--- config.mk ---
export PLATFORM = sky130hd
export DESIGN_NAME = id_stage_flat
export DESIGN_NICKNAME = d
export VERILOG_FILES = /design/src/rtl/id_stage_pkg.sv /design/src/rtl/id_stage_if.sv /design/src/rtl/id_stage_regfile.sv /design/src/rtl/id_stage.sv /design/src/flat_wrapper.sv
export SDC_FILE = /design/constraint.sdc
export NUM_CORES = 2
export LEC_CHECK = 0
export CAP_MARGIN = 40
export CORE_MARGIN = 5
export CORE_UTILIZATION = 45
export DETAILED_ROUTE_END_ITERATION = 6
export PLACE_DENSITY_LB_ADDON = 0.08
export SLEW_MARGIN = 10
export SYNTH_ARGS = -nofsm -noshare
export SYNTH_HDL_FRONTEND = slang
export SYNTH_SLANG_ARGS = --single-unit
export TNS_END_PERCENT = 100
--- constraint.sdc ---
create_clock -name clk -period 7.7 [get_ports clk]
set_clock_uncertainty 0.15 [all_clocks]
set_input_delay 1.54 -clock clk [delete_from_list [all_inputs] [get_ports clk]]
set_output_delay 1.54 -clock clk [all_outputs]
set_load 0.02 [all_outputs]
--- src/rtl/id_stage_pkg.sv ---
// Shared RV32I types: opcode constants, immediate formats and the IF/ID and ID/EX stage registers.
// Also holds the immediate builder used by decode.
package rv32i_types;

  localparam logic [6:0] op_lui   = 7'b0110111;
  localparam logic [6:0] op_auipc = 7'b0010111;
  localparam logic [6:0] op_jal   = 7'b1101111;
  localparam logic [6:0] op_jalr  = 7'b1100111;
  localparam logic [6:0] op_br    = 7'b1100011;
  localparam logic [6:0] op_load  = 7'b0000011;
  localparam logic [6:0] op_store = 7'b0100011;
  localparam logic [6:0] op_imm   = 7'b0010011;
  localparam logic [6:0] op_reg   = 7'b0110011;

  typedef enum logic [2:0] {
    IMM_NONE,
    IMM_I,
    IMM_S,
    IMM_B,
    IMM_U,
    IMM_J
  } imm_fmt_e;

  typedef struct packed {
    logic [31:0] inst_s;
    logic [31:0] pc_s;
    logic [31:0] pc_next_s;
    logic [63:0] order_s;
    logic        valid_s;
  } if_id_stage_reg_t;

  typedef struct packed {
    logic        valid_s;
    logic [31:0] pc_s;
    logic [31:0] pc_next_s;
    logic [63:0] order_s;
    logic [31:0] inst_s;
    logic [6:0]  opcode;
    logic [2:0]  funct3;
    logic [6:0]  funct7;
    logic [4:0]  rs1_addr;
    logic [4:0]  rs2_addr;
    logic [4:0]  rd_addr;
    logic [31:0] rs1_v;
    logic [31:0] rs2_v;
    logic [31:0] imm;
    logic        rd_we;
    logic        mem_read;
    logic        mem_write;
    logic        illegal;
  } id_ex_stage_reg_t;

  // The opcode bits never contribute to an immediate, so only inst[31:7] is taken.
  function automatic logic [31:0] build_imm(input logic [31:7] ib, input imm_fmt_e fmt);
    case (fmt)
      IMM_I:   return {{20{ib[31]}}, ib[31:20]};
      IMM_S:   return {{20{ib[31]}}, ib[31:25], ib[11:7]};
      IMM_B:   return {{19{ib[31]}}, ib[31], ib[7], ib[30:25], ib[11:8], 1'b0};
      IMM_U:   return {ib[31:12], 12'h000};
      IMM_J:   return {{11{ib[31]}}, ib[31], ib[19:12], ib[20], ib[30:21], 1'b0};
      default: return 32'h0000_0000;
    endcase
  endfunction

endpackage

--- src/rtl/id_stage_if.sv ---
// Pipeline-side connections of the decode stage: fetch input, EX/WB feedback, stall and ID/EX output.
interface id_stage_if;
  import rv32i_types::*;

  logic              move;
  logic              flush;
  if_id_stage_reg_t  if_id_reg;
  logic              ex_valid;
  logic              ex_is_load;
  logic [4:0]        ex_rd_addr;
  logic              wb_we;
  logic [4:0]        wb_rd_addr;
  logic [31:0]       wb_rd_data;
  logic              forward_stall;
  id_ex_stage_reg_t  id_ex_reg;

  modport master (
    output move, flush, if_id_reg, ex_valid, ex_is_load, ex_rd_addr,
    output wb_we, wb_rd_addr, wb_rd_data,
    input  forward_stall, id_ex_reg
  );

  modport slave (
    input  move, flush, if_id_reg, ex_valid, ex_is_load, ex_rd_addr,
    input  wb_we, wb_rd_addr, wb_rd_data,
    output forward_stall, id_ex_reg
  );

endinterface

--- src/rtl/id_stage_regfile.sv ---
// 32x32 architectural register file: two read ports, one write port, x0 hardwired to zero.
// Reads bypass the write port so a same-cycle WB value is visible to decode.
module id_regfile #(
  parameter bit RESET_ZERO_RF = 1'b1
) (
  input  logic        clk,
  input  logic        rst,
  input  logic [4:0]  i_rs1_addr,
  input  logic [4:0]  i_rs2_addr,
  output logic [31:0] o_rs1_v,
  output logic [31:0] o_rs2_v,
  input  logic        i_we,
  input  logic [4:0]  i_rd_addr,
  input  logic [31:0] i_rd_data
);

  logic [31:0] r_regs [32];
  logic        w_wr_en;

  assign w_wr_en = i_we && (i_rd_addr != 5'd0);

  always_ff @(posedge clk) begin
    if (rst && RESET_ZERO_RF) begin
      for (int i = 0; i < 32; i++) r_regs[i] <= '0;
    end else if (w_wr_en) begin
      r_regs[i_rd_addr] <= i_rd_data;
    end
  end

  always_comb begin
    o_rs1_v = r_regs[i_rs1_addr];
    o_rs2_v = r_regs[i_rs2_addr];
    if (w_wr_en && (i_rd_addr == i_rs1_addr)) o_rs1_v = i_rd_data;
    if (w_wr_en && (i_rd_addr == i_rs2_addr)) o_rs2_v = i_rd_data;
    if (i_rs1_addr == 5'd0) o_rs1_v = '0;
    if (i_rs2_addr == 5'd0) o_rs2_v = '0;
  end

endmodule

--- src/rtl/id_stage.sv ---
// RV32I instruction-decode stage: IF/ID latch, register file read, decode, load-use hazard detection
// and the ID/EX register.
module id_stage
  import rv32i_types::*;
#(
  parameter bit RESET_ZERO_RF = 1'b1
) (
  input  logic       clk,
  input  logic       rst,
  id_stage_if.slave  bus
);

  if_id_stage_reg_t r_if_id_p0;
  id_ex_stage_reg_t r_id_ex_p1;
  id_ex_stage_reg_t w_dec;
  imm_fmt_e         w_fmt;
  logic [31:0]      w_inst;
  logic [4:0]       w_rs1_addr;
  logic [4:0]       w_rs2_addr;
  logic [4:0]       w_rd_addr;
  logic [31:0]      w_rs1_v;
  logic [31:0]      w_rs2_v;
  logic             w_uses_rs1;
  logic             w_uses_rs2;
  logic             w_writes_rd;
  logic             w_stall;

  assign w_inst     = r_if_id_p0.inst_s;
  assign w_rs1_addr = w_inst[19:15];
  assign w_rs2_addr = w_inst[24:20];
  assign w_rd_addr  = w_inst[11:7];

  id_regfile #(
    .RESET_ZERO_RF (RESET_ZERO_RF)
  ) u_regfile (
    .clk        (clk),
    .rst        (rst),
    .i_rs1_addr (w_rs1_addr),
    .i_rs2_addr (w_rs2_addr),
    .o_rs1_v    (w_rs1_v),
    .o_rs2_v    (w_rs2_v),
    .i_we       (bus.wb_we),
    .i_rd_addr  (bus.wb_rd_addr),
    .i_rd_data  (bus.wb_rd_data)
  );

  // Stage p0 -> decode (combinational from the IF/ID latch)
  always_comb begin
    w_fmt       = IMM_NONE;
    w_uses_rs1  = 1'b1;
    w_uses_rs2  = 1'b0;
    w_writes_rd = 1'b1;
    w_dec           = '0;
    w_dec.valid_s   = r_if_id_p0.valid_s;
    w_dec.pc_s      = r_if_id_p0.pc_s;
    w_dec.pc_next_s = r_if_id_p0.pc_next_s;
    w_dec.order_s   = r_if_id_p0.order_s;
    w_dec.inst_s    = w_inst;
    w_dec.opcode    = w_inst[6:0];
    w_dec.funct3    = w_inst[14:12];
    w_dec.funct7    = w_inst[31:25];
    w_dec.rs1_addr  = w_rs1_addr;
    w_dec.rs2_addr  = w_rs2_addr;
    w_dec.rd_addr   = w_rd_addr;
    w_dec.rs1_v     = w_rs1_v;
    w_dec.rs2_v     = w_rs2_v;
    case (w_inst[6:0])
      op_lui, op_auipc: begin
        w_fmt      = IMM_U;
        w_uses_rs1 = 1'b0;
      end
      op_jal: begin
        w_fmt      = IMM_J;
        w_uses_rs1 = 1'b0;
      end
      op_jalr, op_imm: w_fmt = IMM_I;
      op_load: begin
        w_fmt          = IMM_I;
        w_dec.mem_read = 1'b1;
      end
      op_store: begin
        w_fmt           = IMM_S;
        w_uses_rs2      = 1'b1;
        w_writes_rd     = 1'b0;
        w_dec.mem_write = 1'b1;
      end
      op_br: begin
        w_fmt       = IMM_B;
        w_uses_rs2  = 1'b1;
        w_writes_rd = 1'b0;
      end
      op_reg: w_uses_rs2 = 1'b1;
      default: begin
        w_writes_rd   = 1'b0;
        w_dec.illegal = 1'b1;
      end
    endcase
    w_dec.imm   = build_imm(w_inst[31:7], w_fmt);
    w_dec.rd_we = w_writes_rd && (w_rd_addr != 5'd0);
  end

  // A load in EX cannot forward its result in time; hold the consumer one cycle.
  assign w_stall = r_if_id_p0.valid_s && bus.ex_valid && bus.ex_is_load
                   && (bus.ex_rd_addr != 5'd0)
                   && ((w_uses_rs1 && (w_rs1_addr == bus.ex_rd_addr))
                    || (w_uses_rs2 && (w_rs2_addr == bus.ex_rd_addr)));

  // Stage boundary p0 -> p1: IF/ID and ID/EX latches
  always_ff @(posedge clk) begin
    if (rst) begin
      r_if_id_p0 <= '0;
      r_id_ex_p1 <= '0;
    end else if (bus.move) begin
      if (bus.flush) begin
        r_if_id_p0.valid_s <= 1'b0;
        r_id_ex_p1.valid_s <= 1'b0;
      end else if (w_stall) begin
        r_id_ex_p1 <= '0;
      end else begin
        r_if_id_p0 <= bus.if_id_reg;
        r_id_ex_p1 <= w_dec;
      end
    end
  end

  assign bus.forward_stall = w_stall;
  assign bus.id_ex_reg     = r_id_ex_p1;

endmodule

--- src/flat_wrapper.sv ---
// flat-port wrapper written by rule: the top's interface ports become plain ports
module id_stage_flat import rv32i_types::*;
#(
  parameter bit RESET_ZERO_RF = 1'b1
)
  (clk, rst, bus_move, bus_flush, bus_if_id_reg, bus_ex_valid, bus_ex_is_load, bus_ex_rd_addr, bus_wb_we, bus_wb_rd_addr, bus_wb_rd_data, bus_forward_stall, bus_id_ex_reg);
  id_stage_if bus_i ();
  input  logic clk;
  input  logic rst;
  input wire logic [$bits(bus_i.move)-1:0] bus_move;
  input wire logic [$bits(bus_i.flush)-1:0] bus_flush;
  input wire logic [$bits(bus_i.if_id_reg)-1:0] bus_if_id_reg;
  input wire logic [$bits(bus_i.ex_valid)-1:0] bus_ex_valid;
  input wire logic [$bits(bus_i.ex_is_load)-1:0] bus_ex_is_load;
  input wire logic [$bits(bus_i.ex_rd_addr)-1:0] bus_ex_rd_addr;
  input wire logic [$bits(bus_i.wb_we)-1:0] bus_wb_we;
  input wire logic [$bits(bus_i.wb_rd_addr)-1:0] bus_wb_rd_addr;
  input wire logic [$bits(bus_i.wb_rd_data)-1:0] bus_wb_rd_data;
  output wire logic [$bits(bus_i.forward_stall)-1:0] bus_forward_stall;
  output wire logic [$bits(bus_i.id_ex_reg)-1:0] bus_id_ex_reg;
  assign bus_i.move = bus_move;
  assign bus_i.flush = bus_flush;
  assign bus_i.if_id_reg = bus_if_id_reg;
  assign bus_i.ex_valid = bus_ex_valid;
  assign bus_i.ex_is_load = bus_ex_is_load;
  assign bus_i.ex_rd_addr = bus_ex_rd_addr;
  assign bus_i.wb_we = bus_wb_we;
  assign bus_i.wb_rd_addr = bus_wb_rd_addr;
  assign bus_i.wb_rd_data = bus_wb_rd_data;
  assign bus_forward_stall = bus_i.forward_stall;
  assign bus_id_ex_reg = bus_i.id_ex_reg;
  id_stage #(.RESET_ZERO_RF(RESET_ZERO_RF)) u_core (.clk(clk), .rst(rst), .bus(bus_i));
endmodule
==> summary.md <==
| Metric | Value |
|---|---|
| PD cells | `224 nW/µm²` |
| Post-synthesis cell count | `5382` |
| VDD IR-drop max | `0.000222 V` |
| FFs w/ async S/R, synth | `0%` |
| Post-CTS sizing | `0` |
| CP startpoint kind | `input port` |
| Most common cell after layout, fill and taps aside | `edfxtp_1` |
| Most frequent cells in the layout | `1024 x edfxtp_1, 993 x and2_1, 581 x nand2_1` |
| Core Region | `158000 µm²` |
| P_leak | `27.0 nW` |
| Drt first pass iters | `7` |
| First-pass GRT wire length | `347 mm` |
| Total power | `0.0188 W` |
| Clk sinks | `1456` |
| Post-Synthesis Cell Area | `71100 µm²` |
| Total negative slack | `0 ps` |
| Arr. time, crit path | `4260 ps` |
| Post-layout util | `53.3%` |
| Status | `complete, no violations` |
| Die X | `408 µm` |
| Number of synthesized flops with an enable pin | `1024` |
| Max Buffers Root-to-Sink | `3` |
| Placed Instances | `7568` |
| Layout cell share with drive strength beyond 1 | `19.5%` |
| H-tree depth | `4` |
| Die area | `166000 µm²` |
| Post-CTS Setup Bufs | `0` |
| Worst Path Max Fanout | `47` |
| Per-cell routed wire length | `30.8 µm` |
| Largest net degree at the start of global routing | `203` |
| CTS tree | `yes` |
| RSZ-0062 raised after global routing | `no` |
| Ports | `504` |
| Critical Path, Cell by Cell | `clkdlybuf4s50_1 -> or4_1 -> o2111ai_1 -> or4_1 -> and2_4 -> inv_1 -> clkdlybuf4s50_1` |
| Register area share after synthesis | `55.4%` |
| Final period util | `77.2%` |
| Total track usage | `28.6%` |
| Yosys warning count | `0` |
| Final min period | `5950 ps` |
| Clk slew on worst S/H paths | `60 ps` |
| Antenna violations before repair | `26` |
| Post-CTS Hold Buffers | `0` |
| CTS root buf | `clkbuf_16` |
| Delay of the slowest cell on the worst path | `560 ps` |
| Via count | `47595` |
| Critical Path RT | `6010 ps` |
| Final estimated routing congestion in global placement | `0.829` |
| Worst slew margin | `34.0%` |
| Synth Flop Type | `edfxtp_1` |
| Total gr overflow | `0` |
| Max-Cap Viols | `0` |
| Max reg flops | `1024` |
| # rows | `146` |
| Remaining DRCs | `0` |
| Num CTS Buffers | `166` |
| Port buffer count | `503` |
| Met1 Use GR | `38.5%` |
| Final Max Tran Viols | `0` |
| Nets | `5874` |
| Final Hold Fails | `0` |
| Post-route ant nets | `0` |
| First DRT Iteration DRCs | `5457` |
| Cell type of the slowest stage on the worst timing path | `clkdlybuf4s50_1` |
| Busiest layer in global routing | `met2` |
| Area growth, synth to finish | `18.1%` |
| Post-route insts no fill | `7877` |
| Maximum clock frequency | `168 MHz` |
| Clk_lat worst skew | `790 ps` |
| Crit Path Class | `in2out` |
| Crit. End Element | `primary output` |
| Flops & latches, synth | `1456` |
| Initial Utilization | `45.1%` |
| Synthesized area per cell | `13.2 µm²` |
| Hpwl dp | `148 mm` |
| Setup violations, final | `0` |
| Crit path max-delay family | `simple AND/OR/NAND/NOR gates` |
| Routed wire length | `243 mm` |
| Hold crit path type | `reg2reg` |
| GRT met2 Usage | `46.9%` |
| Fill cells | `13161` |
| Synth cell types | `60` |
| Vias in the first global route | `47312` |
| Worst-margin pin slew | `990 ps` |
| Crit path buffers/inverters | `3` |
| GRT met3 Usage | `6.18%` |
| Die Ht | `408 µm` |
| Routed vias/inst | `6.04` |
## cells in the mapped netlist, drive strengths merged (5+ instances only)
| library cell | n | area share [%] |
|---|---|---|
| a211oi | 64 | 0.68 |
| a21oi | 411 | 2.9 |
| a221oi | 62 | 1.3 |
| a222oi | 62 | 0.87 |
| a22oi | 8 | 0.084 |
| a32oi | 7 | 0.086 |
| and2 | 994 | 8.7 |
| buf | 199 | 1.7 |
| clkbuf | 393 | 2.1 |
| dfxtp | 432 | 12 |
| edfxtp | 1024 | 43 |
| mux2 | 5 | 0.079 |
| mux2i | 70 | 0.98 |
| mux4 | 569 | 18 |
| nand2 | 582 | 3.1 |
| nand2b | 67 | 0.61 |
| nand3 | 170 | 1.2 |
| nand3b | 6 | 0.063 |
| nor2 | 53 | 0.29 |
| nor2b | 71 | 0.62 |
| o21ai | 64 | 0.46 |
| or4 | 7 | 0.074 |
| xnor2 | 20 | 0.25 |
## cells by family (layout without fill, tap and decap cells)
family                 after synthesis  in the layout  share of synthesized area (%)
AO/OA/AOI/OAI                      698            698                           6.62
XOR/XNOR                            20             20                          0.246
other                                1             41                        0.00527
flip-flops                        1456           1456                           55.4
buffers and inverters              596            979                           3.83
multiplexers                       644            644                           19.1
AND/OR/NAND/NOR                   1967           1967                           14.8
## per-layer routing
layer	share of wire (%)	wire, µm
met1	40	97900
met2	48	117000
met3	8.5	20600
met4	3.1	7440
met5	0.021	51
## report_power, final
group,internal [W],switching (W)
sequential,0.00874,0.000235
clock,0.00461,0.00326
combinational,0.000863,0.00111
## path summary, 6_finish.rpt
kind | cells past startpoint | end | slack, ps | start
setup / recovery | 7 | bus_forward_stall | 1750 | bus_ex_rd_addr[2]
hold / removal | 2 | u_core.bus.id_ex_reg[216] | 300 | u_core.bus.id_ex_reg[216]
setup reg to reg | 8 | u_core.bus.id_ex_reg[70] | 3690 | register
hold reg to reg | 2 | u_core.bus.id_ex_reg[216] | 300 | u_core.bus.id_ex_reg[216]
## stage by stage
stage                     instance area, µm²  setup WS [ps]  hold slack, ps
after floorplan                        71300           2090             287
after global placement                 78000           1660             283
after detailed placement               78700           1730             293
after CTS                              84000           1730             300
after global routing                   84000           1630             312
final                                  84000           1750             300
## cell type report
cell class | instances | area [µm²] | share of cell area, %
Sequential cell | 1456 | 39400 | 46.9
Clock buffer | 240 | 4720 | 5.61
Clock inverter | 60 | 617 | 0.734
Multi-Input combinational cell | 3361 | 29700 | 35.4
Timing Repair Buffer | 675 | 6930 | 8.24
Antenna cell | 9 | 22.5 | 0.0268
Inverter | 4 | 15.0 | 0.0179
Tap cell | 2072 | 2590 | 3.08
## worst min-delay path, cell delays in order (launching register included)
cell	delay (ps)
dfxtp_1	310
nand2_1	50
a21oi_1	50
Note: power is estimated with default switching activity, not from simulation.
